`config.mk`:
```
export PLATFORM = sky130hd
export DESIGN_NAME = cpu_ram_arbiter
export DESIGN_NICKNAME = d
export VERILOG_FILES = /design/src/rtl/cpu_ram_arbiter.sv
export SDC_FILE = /design/constraint.sdc
export NUM_CORES = 1
export LEC_CHECK = 0
export BUFFER_PORTS_ARGS = -buffer_cell sky130_fd_sc_hd__buf_2
export CELL_PAD_IN_SITES_DETAIL_PLACEMENT = 0
export CELL_PAD_IN_SITES_GLOBAL_PLACEMENT = 1
export CORE_MARGIN = 4
export CORE_UTILIZATION = 33
export CTS_CLUSTER_DIAMETER = 100
export DETAILED_ROUTE_END_ITERATION = 10
export PLACE_DENSITY = 0.9
export SYNTH_ARGS = -nofsm -noshare
export SYNTH_HDL_FRONTEND = slang
export SYNTH_SLANG_ARGS = --single-unit
export TNS_END_PERCENT = 100
```
`constraint.sdc`:
```
create_clock -name clk -period 3.9 [get_ports clk]
set_input_delay 0.78 -clock clk [delete_from_list [all_inputs] [get_ports clk]]
set_output_delay 0.78 -clock clk [all_outputs]
set_load 0.02 [all_outputs]
```
`src/rtl/cpu_ram_arbiter.sv`:
```
// cpu_ram_arbiter: shares one single-ported RAM between instruction fetch and data ports.
// Define ARB_IFETCH_BUF_EN to add a one-entry fetch buffer that serves repeated fetches without RAM.
module cpu_ram_arbiter #(
    parameter int ADDR_W  = 32,
    parameter int DATA_W  = 32,
    parameter int TIMEOUT = 255
) (
    input  logic                  clk,
    input  logic                  nrst,
    input  logic                  iren,
    input  logic [ADDR_W-1:0]     iaddr,
    output logic [DATA_W-1:0]     iload,
    output logic                  iwait,
    input  logic                  dren,
    input  logic [DATA_W/8-1:0]   dwen,
    input  logic [ADDR_W-1:0]     daddr,
    input  logic [DATA_W-1:0]     dstore,
    output logic [DATA_W-1:0]     dload,
    output logic                  dwait,
    output logic                  ram_req,
    output logic [DATA_W/8-1:0]   ram_wen,
    output logic [ADDR_W-1:0]     ram_addr,
    output logic [DATA_W-1:0]     ram_wdata,
    input  logic [DATA_W-1:0]     ram_rdata,
    input  logic                  ram_ready,
    output logic                  err
);
    localparam int CW = $clog2(TIMEOUT + 1);
    localparam int SB = $clog2(DATA_W / 8);

    typedef enum logic [1:0] {IDLE, DACC, IACC} state_t;

    state_t        state;
    logic [CW-1:0] cnt;
    logic          d_req, i_req, i_hit, d_done, i_done;

    assign d_req  = dren | (|dwen);
    // A completion is only accepted if the owner still asks for exactly what was latched
    assign d_done = state == DACC && ram_ready && d_req && daddr == ram_addr && dwen == ram_wen;
    assign i_done = state == IACC && ram_ready && iren && iaddr == ram_addr;
    assign i_req  = iren & ~i_hit;
    assign iwait  = iren & ~i_done & ~i_hit;
    assign dwait  = d_req & ~d_done;
    assign dload  = d_done ? ram_rdata : '0;

`ifdef ARB_IFETCH_BUF_EN
    logic              buf_valid;
    logic [ADDR_W-1:0] buf_addr;
    logic [DATA_W-1:0] buf_data;

    assign i_hit = iren && buf_valid && iaddr == buf_addr;
    assign iload = i_done ? ram_rdata : i_hit ? buf_data : '0;

    always_ff @(posedge clk or negedge nrst) begin
        if (!nrst) begin
            buf_valid <= 1'b0;
            buf_addr  <= '0;
            buf_data  <= '0;
        end else if (i_done) begin
            buf_valid <= 1'b1;
            buf_addr  <= ram_addr;
            buf_data  <= ram_rdata;
        end else if (d_done && |ram_wen && ram_addr[ADDR_W-1:SB] == buf_addr[ADDR_W-1:SB]) begin
            buf_valid <= 1'b0;
        end
    end
`else
    assign i_hit = 1'b0;
    assign iload = i_done ? ram_rdata : '0;
`endif

    always_ff @(posedge clk or negedge nrst) begin
        if (!nrst) begin
            state     <= IDLE;
            ram_req   <= 1'b0;
            ram_wen   <= '0;
            ram_addr  <= '0;
            ram_wdata <= '0;
            err       <= 1'b0;
            cnt       <= '0;
        end else if (state == IDLE) begin
            if (d_req | i_req) begin
                state     <= d_req ? DACC : IACC;
                ram_req   <= 1'b1;
                ram_wen   <= d_req ? dwen : '0;
                ram_addr  <= d_req ? daddr : iaddr;
                ram_wdata <= d_req ? dstore : '0;
                cnt       <= '0;
            end
        end else if (ram_ready) begin
            state   <= IDLE;
            ram_req <= 1'b0;
        end else begin
            // Saturating wait counter; err latches once TIMEOUT non-ready cycles have elapsed
            if (cnt != CW'(TIMEOUT)) cnt <= cnt + 1'b1;
            if (cnt >= CW'(TIMEOUT - 1)) err <= 1'b1;
        end
    end
endmodule
```
---- Word level (Yosys, flattened, before mapping) ----
Index checks and enable logic that the tools add are counted.
word-level totals
  bits in registers ....................... 80
  bits of input ports ..................... 137
  output and inout port bits .............. 136
cells by class
  $add $sub $neg .......................... 1
  magnitude comparators ................... 1
  equality and inequality tests ........... 8
  multiplexer cells ....................... 16
  bitwise operators ....................... 8
  reduce and logical (&&, ||, !) cells .... 15
operators with widths
  operator             count
  $mux 32              4
  $eq 32x32->1         2
  $mux 8               4
  $add 8x1->8 const B  1
  $ge 8x8->1 const B   1
  $mux 2               4
  $ne 8x8->1 const B   1
  $logic_and 1x1->1    7
  $reduce_and 3->1     2
  $eq 4x4->1           1
  $mux 4               1
  $ne 2x1->1 const B   2
  $not 1->1            4
  $reduce_and 2->1     2
  $reduce_bool 2->1    2
  $reduce_or 4->1      1
  $mux 1               3
  $and 1x1->1          2
  $eq 2x1->1 const B   1
  $eq 2x2->1 const B   1
  $logic_not 2->1      1
  $or 1x1->1           2

---- Longest topological paths before layout ----
Gate-level depths: netlist (run 1).
  depth after elaboration ................. 7
  depth in mapped cells ................... 7
  gate-level depth less buffers ........... 6

---- Worst setup path after synthesis (run 1) ----
No wires, ideal clock.
  path kind ............................... input to output
  from .................................... input dwen[0]
  to ...................................... output dload[22]
  data arrival time ....................... 2.280 ns
  setup slack ............................. 0.840 ns
  stages .................................. 7
  buffers on the path ..................... 2
  path through ............................ nor3_1 -> and2_1 -> buf_6 -> or4_4 -> nor3_4 -> buf_6 -> and2_1
between the ends
  cells in the longest elaborated chain, start to end .. 6
  elaborated cells on any way between the ends .. 7
  those cells by class .................... 1 x eq/ne; 1 x mux; 1 x bitwise; 4 x reduce/logical
RTL lines
  item                            RTL line  source
  start: declaration              15        input logic [DATA_W/8-1:0] dwen,
  $reduce_or 4->1                 37        assign d_req = dren | (|dwen);
  $or 1x1->1                      37
  $logic_and 1x1->1 (2 in a row)  39        assign d_done = state == DACC && ram_ready && d_req && daddr == ram_addr && dwen == ram_wen;
  $logic_and 1x1->1 *             39
  $mux 32 *                       44        assign dload = d_done ? ram_rdata : '0;
  end: declaration                18        output logic [DATA_W-1:0] dload,
Every way passes the cells marked *; elsewhere a longest branch is shown, timed or not.

---- Worst setup path in the final report (run 1) ----
  from .................................... input daddr[21]
  to ...................................... output dload[3]
between the ends
  cells in the longest elaborated chain, start to end .. 4
RTL lines
  item                            RTL line  source
  start: declaration              16        input logic [ADDR_W-1:0] daddr,
  $eq 32x32->1                    39
  $logic_and 1x1->1 (2 in a row)  39
  $mux 32                         44
Every way passes these cells.

==> impl_metrics.tcl, run 1 <==
set metrics [dict create \
    syn-cell-area_mm2 0.00452 \
    place_hpwl_um 12600 \
    yosysUniqueCellTypes 36 \
    hold_violations 0 \
    crit_path_start "daddr[21]" \
    grt_pass1_wl_um 24700 \
    path_depth 8 \
    cp_top_family "simple AND/OR/NAND/NOR gates" \
    num_antenna_cells 0 \
    cts_buffers 9 \
    clockBufferDepth 2 \
    hold_ws_ns 0.484 \
    startpoint_type "input port" \
    grt_pass1_vias 4520 \
    met1_usage 0.234 \
    via_count 4475 \
    setup_viol 0 \
    worstPathCellList "buf_2, xor2_1, nor4_1, nand4_1, nor3_4, buf_4, and2_1, buf_2" \
    critPathMaxFanout 33 \
    r2r.worst_path.cells 4 \
    grt_start_max_net_pins 81 \
    worst_skew_pair.late_latency_ns 0.34 \
    drtIter0Drc 196 \
    wire_per_inst_um 17.1 \
    irDropWorstVdd_mv 0.492 \
    drv_slew 0 \
    rsz0062_at_grt "no" \
    yosysSeqAreaShare 0.443 \
    ys_warn_count 0 \
    dr.pass1.iters 6 \
    clock_sinks 80 \
    use_met2 0.350 \
    cts-resized-gates 0 \
    initial_core_util 0.339 \
    vias_per_cell 4.76 \
    cp_slowest_stage_delay_ns 0.53 \
    worstMarginPinSlew_ns 1.01 \
    die_height_um 125 \
    setup_tns_ns 0 \
    wl_um 16000 \
    crit_path_end "dload[3]" \
    fin_util 0.480 \
    ios 273 \
    crit_path_end_kind "output port" \
    r2r_start "state[1]" \
    drive_above_1_share 0.399 \
    powerDensity_mw_per_mm2 706 \
    grt.overflow.total 0 \
    slew_headroom 0.325 \
    leakage_nw 3.35 \
    critical_path_required_ns 3.12 \
    skew_ns 0.00623 \
    cts_hold_buffers 0 \
    hp-class "flip-flop to flip-flop" \
    antenna_found_initial 2 \
    ctsRootBufferMaster "clkbuf_16" \
    cts_tree "yes" \
    fin_nets 899 \
    busiest_layer "met2" \
    outcome "completed" \
    regToRegEndpoint "ram_addr[21]" \
    path_common_cell "buf_2" \
    post-route-min-period_ns 3.41 \
    regToRegSetupSlack_ns 1.81 \
    worst-setup-path-type "input port to output port" \
    fp-row-count 42 \
    syn2layout_area_growth_pct 41.6 \
    critPathSlowestCell "nor4_1" \
    die-width_um 125 \
    avgSynthCellArea_um2 9.16 \
    min_period_over_period 0.875 \
    maxCapViolCount 0 \
    track_usage 0.200 \
    htree_levels 3 \
    die-area_mm2 0.0156 \
    totalPowerFinal_mw 4.52 \
    cts_setup_buffers 0 \
    antenna_left 0 \
    synthCells 494 \
    path_clk_slew_ns 0.06 \
    hold_depth 1 \
    core_area_mm2 0.0133 \
    cp_num_buf_inv 3 \
    place.gp.congestion 0.903 \
    cp.arrival_ns 2.63 \
    syn_nets 633 \
    synth_seq_cells 80 \
    port_buffers 272 \
    clock.fmax_mhz 293 \
    drcViolationCount 0 \
    grt_util_met3 0.0597 \
]
worst min path at each step:
stage               startpoint     end
finish                     err     err
CTS                        err     err
global route               err     err
global placement           err     err
detailed placement         err     err
floorplan                 nrst  cnt[0]
where the power goes:
part	internal [mW]	switching, mW
sequential	1.20	0.365
combinational	0.784	1.26
clock	0.559	0.347
total	2.54	1.97
per-stage QoR:
step                      area [um^2]  cells  setup slack, ns
after floorplan                  4520    494            0.840
after global placement           6090    925            0.344
after detailed placement         6090    925            0.339
after CTS                        6400    940            0.341
after global routing             6400    940            0.237
final                            6400    940            0.488
routing by layer:
layer / vias up / wire (um)
li1: 2202 / -
met1: 2018 / 6390
met2: 223 / 7820
met3: 28 / 1390
met4: 4 / 389
met5: - / 40
worst reg2reg max path, cell delays in order (launching register included):
cell      delay [ns]
dfrtp_1         0.47
nor2_1          0.42
a21boi_4        0.25
buf_4           0.56
a31oi_1         0.22
Yosys cell counts, drive strengths merged:
library cell	n	area share
nor2	40	0.033
or4	1	0.0025
inv	5	0.0041
and3	1	0.0014
nand3	6	0.0066
o41ai	1	0.0019
a211oi	1	0.0017
nand2b	1	0.0014
a22o	32	0.062
dfrtp	80	0.44
nand4	6	0.0083
a21oi	2	0.0022
xnor2	11	0.021
and4	1	0.0019
a31oi	32	0.044
nand2	82	0.068
a2111oi	1	0.0019
nor4	15	0.021
ha	2	0.0055
nor3	5	0.0080
clkbuf	23	0.019
o21ai	5	0.0055
a21o	2	0.0033
nor3b	1	0.0017
and2	65	0.090
o211ai	1	0.0017
xor2	61	0.12
o21bai	1	0.0017
o21ba	1	0.0022
o21a	1	0.0017
buf	6	0.012
a21boi	2	0.0033
kinds of logic after synthesis:
kind of cell | Yosys count | synth area share
AOI/OAI and AO/OA | 82 | 0.133
xor gates and xnor gates | 72 | 0.139
adders and majority gates | 2 | 0.00553
buffers and inverters | 34 | 0.0354
DFF | 80 | 0.443
and+or+nand+nor | 224 | 0.244
area by class of cell:
cell class | count | area (um^2)
clock inverters | 5 | 81.3
flip-flops and latches | 80 | 2000
fillers | 1323 | 6940
repair buffers | 284 | 1470
multi-input cells | 380 | 2390
inverters | 5 | 18.8
clock buffers | 10 | 229
well taps | 176 | 220
sequential cells by signal, indices dropped and copies added (netlist names):
name,count
ram_addr,32
ram_req,1
cnt,8
ram_wdata,32
err,1
state,2
ram_wen,4
cells in the final DEF (no fill, tap or decap), types with 2 or more instances in the layout:
cell type / instances
buf_2: 271
nand2_1: 82
dfrtp_1: 80
and2_1: 65
xor2_1: 61
nor2_1: 40
a31oi_1: 32
a22o_1: 32
nor4_1: 15
buf_4: 12
xnor2_1: 11
clkbuf_16: 9
nand3_1: 6
nand4_1: 6
inv_1: 5
o21ai_0: 4
nor3_2: 2
nor3_1: 2
a21oi_1: 2
a21o_1: 2
ha_1: 2
bufinv_16: 2
(Power assumes the default switching activity.)
==> inputs of run 2 (changes only) <==
ABC_AREA = 1   (was unset)
CORE_UTILIZATION = 30   (was 33)
PLACE_DENSITY = 0.85   (was 0.9)
==> run 2 against run 1 <==
  * Clock skew decreased by 0.0023 ns
  * Synthesized cell count up 64%
  * Wire length is 20% higher
  * Global-route usage is 0.54 points lower
  * Hold slack worse by 0.017 ns
  * Register-to-register slack got worse by 0.20 ns
  * Flip-flop and latch count stayed put
  * Combinational power grew 9.8%
  * Die area rose by 25%
  * Clock power decreased by 1%
  * Largest power group unchanged
  * Highest routed layer unchanged
==> impl_metrics.tcl, run 2 <==
set metrics [dict create \
    core_area_mm2 0.0168 \
    yosys.area_share.adder 0.00481 \
    yosysUniqueCellTypes 27 \
    min_period_over_period 0.774 \
    dp_slack_ns 0.847 \
    drive_above_1_share 0.283 \
    worstPathCellList "buf_2, or2_1, a21oi_1, nand2_1, nor2_1, nand2_1, buf_4, nor3_1, buf_2" \
    clockBufferDepth 2 \
    synth_xor_area_frac 0.0202 \
    slew_headroom 0.227 \
    startpoint_type "input port" \
    leakage_nw 4.11 \
    final_common_cell "nand2_1" \
    muxShareOfSynthArea 0 \
    stdcell_count 1290 \
    track_usage 0.195 \
    hp-class "flip-flop to flip-flop" \
    dp_cells 1274 \
    num-fill-cells 1813 \
    cts_buffers 9 \
    synth_flop_cell "dfrtp_1" \
    ctsRootBufferMaster "clkbuf_16" \
    vias_per_cell 4.58 \
    cts_hold_buffers 0 \
    syn-cell-area_mm2 0.00520 \
    drtIter0Drc 340 \
    ios 273 \
    synth_common_cells "nand2_1, inv_1, dfrtp_1" \
    final_cell_mix "nand2_1, buf_2, inv_1" \
    synth_top_family_by_area "simple AND/OR/NAND/NOR gates" \
    powerDensity_mw_per_mm2 660 \
    avgSynthCellArea_um2 6.43 \
    place_area_mm2 0.00676 \
    setup_viol 0 \
    outcome "completed" \
    die-area_mm2 0.0195 \
    skew_ns 0.00390 \
    initial_core_util 0.310 \
    fp-row-count 47 \
    die-width_um 140 \
    grt_pass1_vias 5773 \
    cts_tree "yes" \
    htree_levels 3 \
    clock.fmax_mhz 331 \
    ys_warn_count 0 \
    synth_area_leaders "dfrtp_1, nand2_1, inv_1, nor3_1, nand3_1" \
    drv_slew 0 \
    cts_setup_buffers 0 \
    rsz0062_at_grt "no" \
    hold_depth 1 \
    port_buffers 272 \
    grt_start_max_net_pins 68 \
    path_depth 9 \
    antenna_left 0 \
    cp_num_buf_inv 3 \
    critical_path_required_ns 3.12 \
    synthCells 809 \
    cp.arrival_ns 2.24 \
    num_antenna_cells 0 \
    setup_tns_ns 0 \
    regToRegSetupSlack_ns 1.61 \
    cts-resized-gates 0 \
    irDropWorstVdd_mv 0.451 \
    dr.pass1.iters 5 \
    clock_sinks 80 \
    hold_ws_ns 0.467 \
    place.gp.congestion 0.860 \
    syn_nets 948 \
    crit_path_end_kind "output port" \
    wire_per_inst_um 14.9 \
    grt_pass1_wl_um 30900 \
    hold_violations 0 \
    synth-async-reset-ratio 1.00 \
    drcViolationCount 0 \
    yosysSeqAreaShare 0.385 \
    via_count 5905 \
    synth_edf_count 0 \
    synth_compound_area_frac 0.0969 \
    synth_top_area_frac 0.385 \
    fin_ws_ns 0.881 \
    synth_area_leader_cell "dfrtp_1" \
    synth_seq_cells 80 \
    worst-setup-path-type "input port to output port" \
    grt.overflow.total 0 \
    place_hpwl_um 14800 \
    cp_top_family "simple AND/OR/NAND/NOR gates" \
    multi_input_area_mm2 0.00255 \
    critPathSlowestCell "or2_1" \
    yosysMostFrequentCell "nand2_1" \
    synth-simple-area-share 0.367 \
    fin_nets 1204 \
    antenna_found_initial 3 \
    post-route-min-period_ns 3.02 \
    worstMarginPinSlew_ns 1.16 \
    worst_skew_pair.late_latency_ns 0.34 \
    path_clk_slew_ns 0.07 \
    wl_um 19200 \
    seq_area_mm2 0.00200 \
    cp_slowest_stage_delay_ns 0.23 \
    fin_util 0.422 \
    critPathMaxFanout 33 \
    largestRegisters "ram_addr x32, ram_wdata x32, cnt x8" \
    totalPowerFinal_mw 4.67 \
    syn2layout_area_growth_pct 35.9 \
    r2r.worst_path.cells 6 \
    design_area_mm2 0.00707 \
    maxCapViolCount 0 \
    die_height_um 140 \
]
==> run 2: cell count changes in the layout (fill, tap and decap cells not counted), moves of 17 or more <==
cell and change:
o211ai_1 +29, a22o_1 -32, o21ai_0 +17, o21ai_1 +20, nand3_1 +39, xor2_1 -52
nor3_1 +64, nand2_1 +204, a31oi_1 -30, inv_1 +125, and2_1 -65
==> run 2: area by class of cell <==
type / count / area share
clock buffers: 10 / 0.0338
clock inverters: 6 / 0.0104
inverters: 132 / 0.0701
multi-input cells: 560 / 0.360
flip-flops and latches: 80 / 0.283
well taps: 220 / 0.0389
repair buffers: 282 / 0.204
==> run 2: final timing paths <==
kind | startpoint | end
max | dwen[0] | dload[4]
min | err | err
max reg2reg | state[0] | ram_addr[15]
min reg2reg | err | err
max in group asynchronous | nrst | ram_addr[28]
min in group asynchronous | nrst | ram_addr[9]
==> run 2: metal layers <==
metal,wire (um),vias to the layer above,track usage,part of all wire
met5,34,-,0,0.0018
met2,8870,225,0.313,0.46
met1,8270,2610,0.249,0.43
li1,-,3039,-,-
met3,1710,25,0.0758,0.089
met4,280,6,0.0439,0.015
==> run 2: logic make-up (layout without fill, tap and decap cells) <==
| logic type | after synthesis | in the layout |
|---|---|---|
| AND/OR/NAND/NOR | 464 | 464 |
| AO/OA/AOI/OAI | 82 | 82 |
| buffers and inverters | 169 | 430 |
| flip-flops | 80 | 80 |
| adder cells (fa/ha/maj) | 2 | 2 |
| XOR/XNOR | 12 | 12 |
==> run 2: report_power, final <==
part | internal (mW) | total [mW] | switching (mW)
sequential | 1.20 | 1.52 | 0.318
clock | 0.523 | 0.897 | 0.375
combinational | 0.734 | 2.25 | 1.52
total | 2.46 | 4.67 | 2.21
==> inputs of run 3 (changes only) <==
clock period = 2.9 ns   (was 3.9 ns; I/O delays follow)
==> run 3 against run 2 <==
  * Power grew 35%
  * Via count shrank 0.71%
  * Flip-flop and latch count is the same
  * Hold slack lost 0.22 ns
  * Clock skew grew 0.0089 ns
  * Critical path type is now flip-flop to output port
  * Highest routed layer unchanged
==> impl_metrics.tcl, run 3 (synthesized netlist as in run 2, its figures left out) <==
set metrics [dict create \
    vias_per_cell 4.54 \
    crit_path_end_kind "output port" \
    worstMarginPinSlew_ns 0.709 \
    core_area_mm2 0.0168 \
    drtIter0Drc 311 \
    setup_viol 0 \
    antenna_found_initial 3 \
    die-width_um 140 \
    wire_per_inst_um 14.9 \
    place.gp.congestion 0.864 \
    grt_start_max_net_pins 68 \
    leakage_nw 4.13 \
    num_antenna_cells 0 \
    p_seq_frac 0.325 \
    htree_levels 3 \
    fin_nets 1206 \
    hold_violations 0 \
    grt_pass1_wl_um 30600 \
    worst_skew_pair.late_latency_ns 0.35 \
    drive_above_1_share 0.286 \
    powerDensity_mw_per_mm2 888 \
    die-area_mm2 0.0195 \
    largestRegisters "ram_addr x32, ram_wdata x32, cnt x8" \
    regToRegEndpoint "ram_addr[21]" \
    cts_setup_buffers 0 \
    startpoint_type "flip-flop" \
    hold_ws_ns 0.244 \
    clock_sinks 80 \
    clock.fmax_mhz 360 \
    final_cell_mix "nand2_1, buf_2, inv_1" \
    fp-row-count 47 \
    cp.arrival_ns 2.20 \
    track_usage 0.194 \
    clock_power_share 0.194 \
    p_switching_mw 3.01 \
    fin_util 0.424 \
    ios 273 \
    hp-class "input port to asynchronous set/reset pin" \
    drcViolationCount 0 \
    critPathSlowestCell "dfrtp_1" \
    irDropWorstVdd_mv 0.771 \
    final_common_cell "nand2_1" \
    slew_headroom 0.527 \
    r2r.worst_path.cells 6 \
    worstPathCellList "inv_1, nand2_1, nand4_1, nor2_2, nand3_1, buf_4, nor3_1, buf_2" \
    r2r_start "state[1]" \
    outcome "completed" \
    comb_power_share 0.481 \
    cts_tree "yes" \
    dr.pass1.iters 5 \
    place_hpwl_um 14800 \
    die_height_um 140 \
    wl_um 19200 \
    skew_ns 0.0128 \
    regToRegSetupSlack_ns 1.09 \
    intPower_mw 3.31 \
    via_count 5863 \
    swShare 0.476 \
    drv_slew 0 \
    cts_buffers 9 \
    rsz0062_at_grt "no" \
    critPathMaxFanout 32 \
    syn2layout_area_growth_pct 36.7 \
    maxCapViolCount 0 \
    antenna_left 0 \
    critical_path_required_ns 2.32 \
    fin_ws_ns 0.123 \
    dp_slack_ns 0.194 \
    initial_core_util 0.310 \
    grt_pass1_vias 5734 \
    ctsRootBufferMaster "clkbuf_16" \
    worst-setup-path-type "flip-flop to output port" \
    min_period_over_period 0.957 \
    post-route-min-period_ns 2.78 \
    port_buffers 272 \
    setup_tns_ns 0 \
    grt.overflow.total 0 \
    cp_slowest_stage_delay_ns 0.39 \
    clockBufferDepth 2 \
    path_clk_slew_ns 0.07 \
]
==> run 3: power by group through the flow <==
stage | clock [mW] | sequential (mW) | combinational (mW)
6_report | 1.22 | 2.05 | 3.04
5_1_grt | 1.32 | 2.14 | 3.44
4_1_cts | 1.27 | 2.05 | 3.09
3_5_place_dp | 0 | 2.05 | 3.09
3_3_place_gp | 0 | 2.05 | 3.06
2_1_floorplan | 0 | 2.58 | 1.42
==> run 3: worst max-delay path by stage <==
stage	from	end	slack (ns)	depth (start not counted)
floorplan	dwen[0]	dload[10]	0.46	7
global placement	dwen[0]	dload[18]	0.23	9
detailed placement	dwen[0]	dload[4]	0.19	9
CTS	ram_addr[9]	iload[1]	0.11	8
global route	ram_addr[9]	iload[1]	0.004	8
finish	ram_addr[9]	iload[1]	0.12	8
==> run 3: cell type report <==
| type | instances | area [um^2] |
|---|---|---|
| inverter | 132 | 495 |
| multi-input combinational | 560 | 2550 |
| sequential | 80 | 2000 |
| clock inverter | 7 | 83.8 |
| fill | 1830 | 9650 |
| tap | 220 | 275 |
| timing repair buffer | 284 | 1480 |
| clock buffer | 9 | 225 |
==> run 3: timing repair <==
| item | CTS | global route |
|---|---|---|
| setup endpoints to repair | 0 | 12 |
| hold buffers | 0 | 0 |
| resized for setup | 0 | 2 |
==> run 3: per-layer routing <==
metal  vias up  global-route usage  part of all wire
met3        25              0.0710             0.084
met1      2580               0.245              0.44
met4         6              0.0418             0.010
li1       3048                   -                 -
met2       204               0.318              0.47
met5         -                   0            0.0018
==> run 3: per-stage QoR <==
step	cell area (um^2)	total power, mW	std cells
2_1_floorplan	5200	4.00	809
4_1_cts	7110	6.41	1292
6_report	7110	6.32	1292
3_5_place_dp	6800	5.14	1276
3_3_place_gp	6800	5.12	1276
5_1_grt	7110	6.89	1292
==> run 3: worst max-delay path, delay by kind of cell (launching register included) <==
| family | cells | cell delay [ns] |
|---|---|---|
| flip-flops | 1 | 0.39 |
| buffers and inverters | 3 | 0.57 |
| AND/OR/NAND/NOR | 5 | 0.88 |
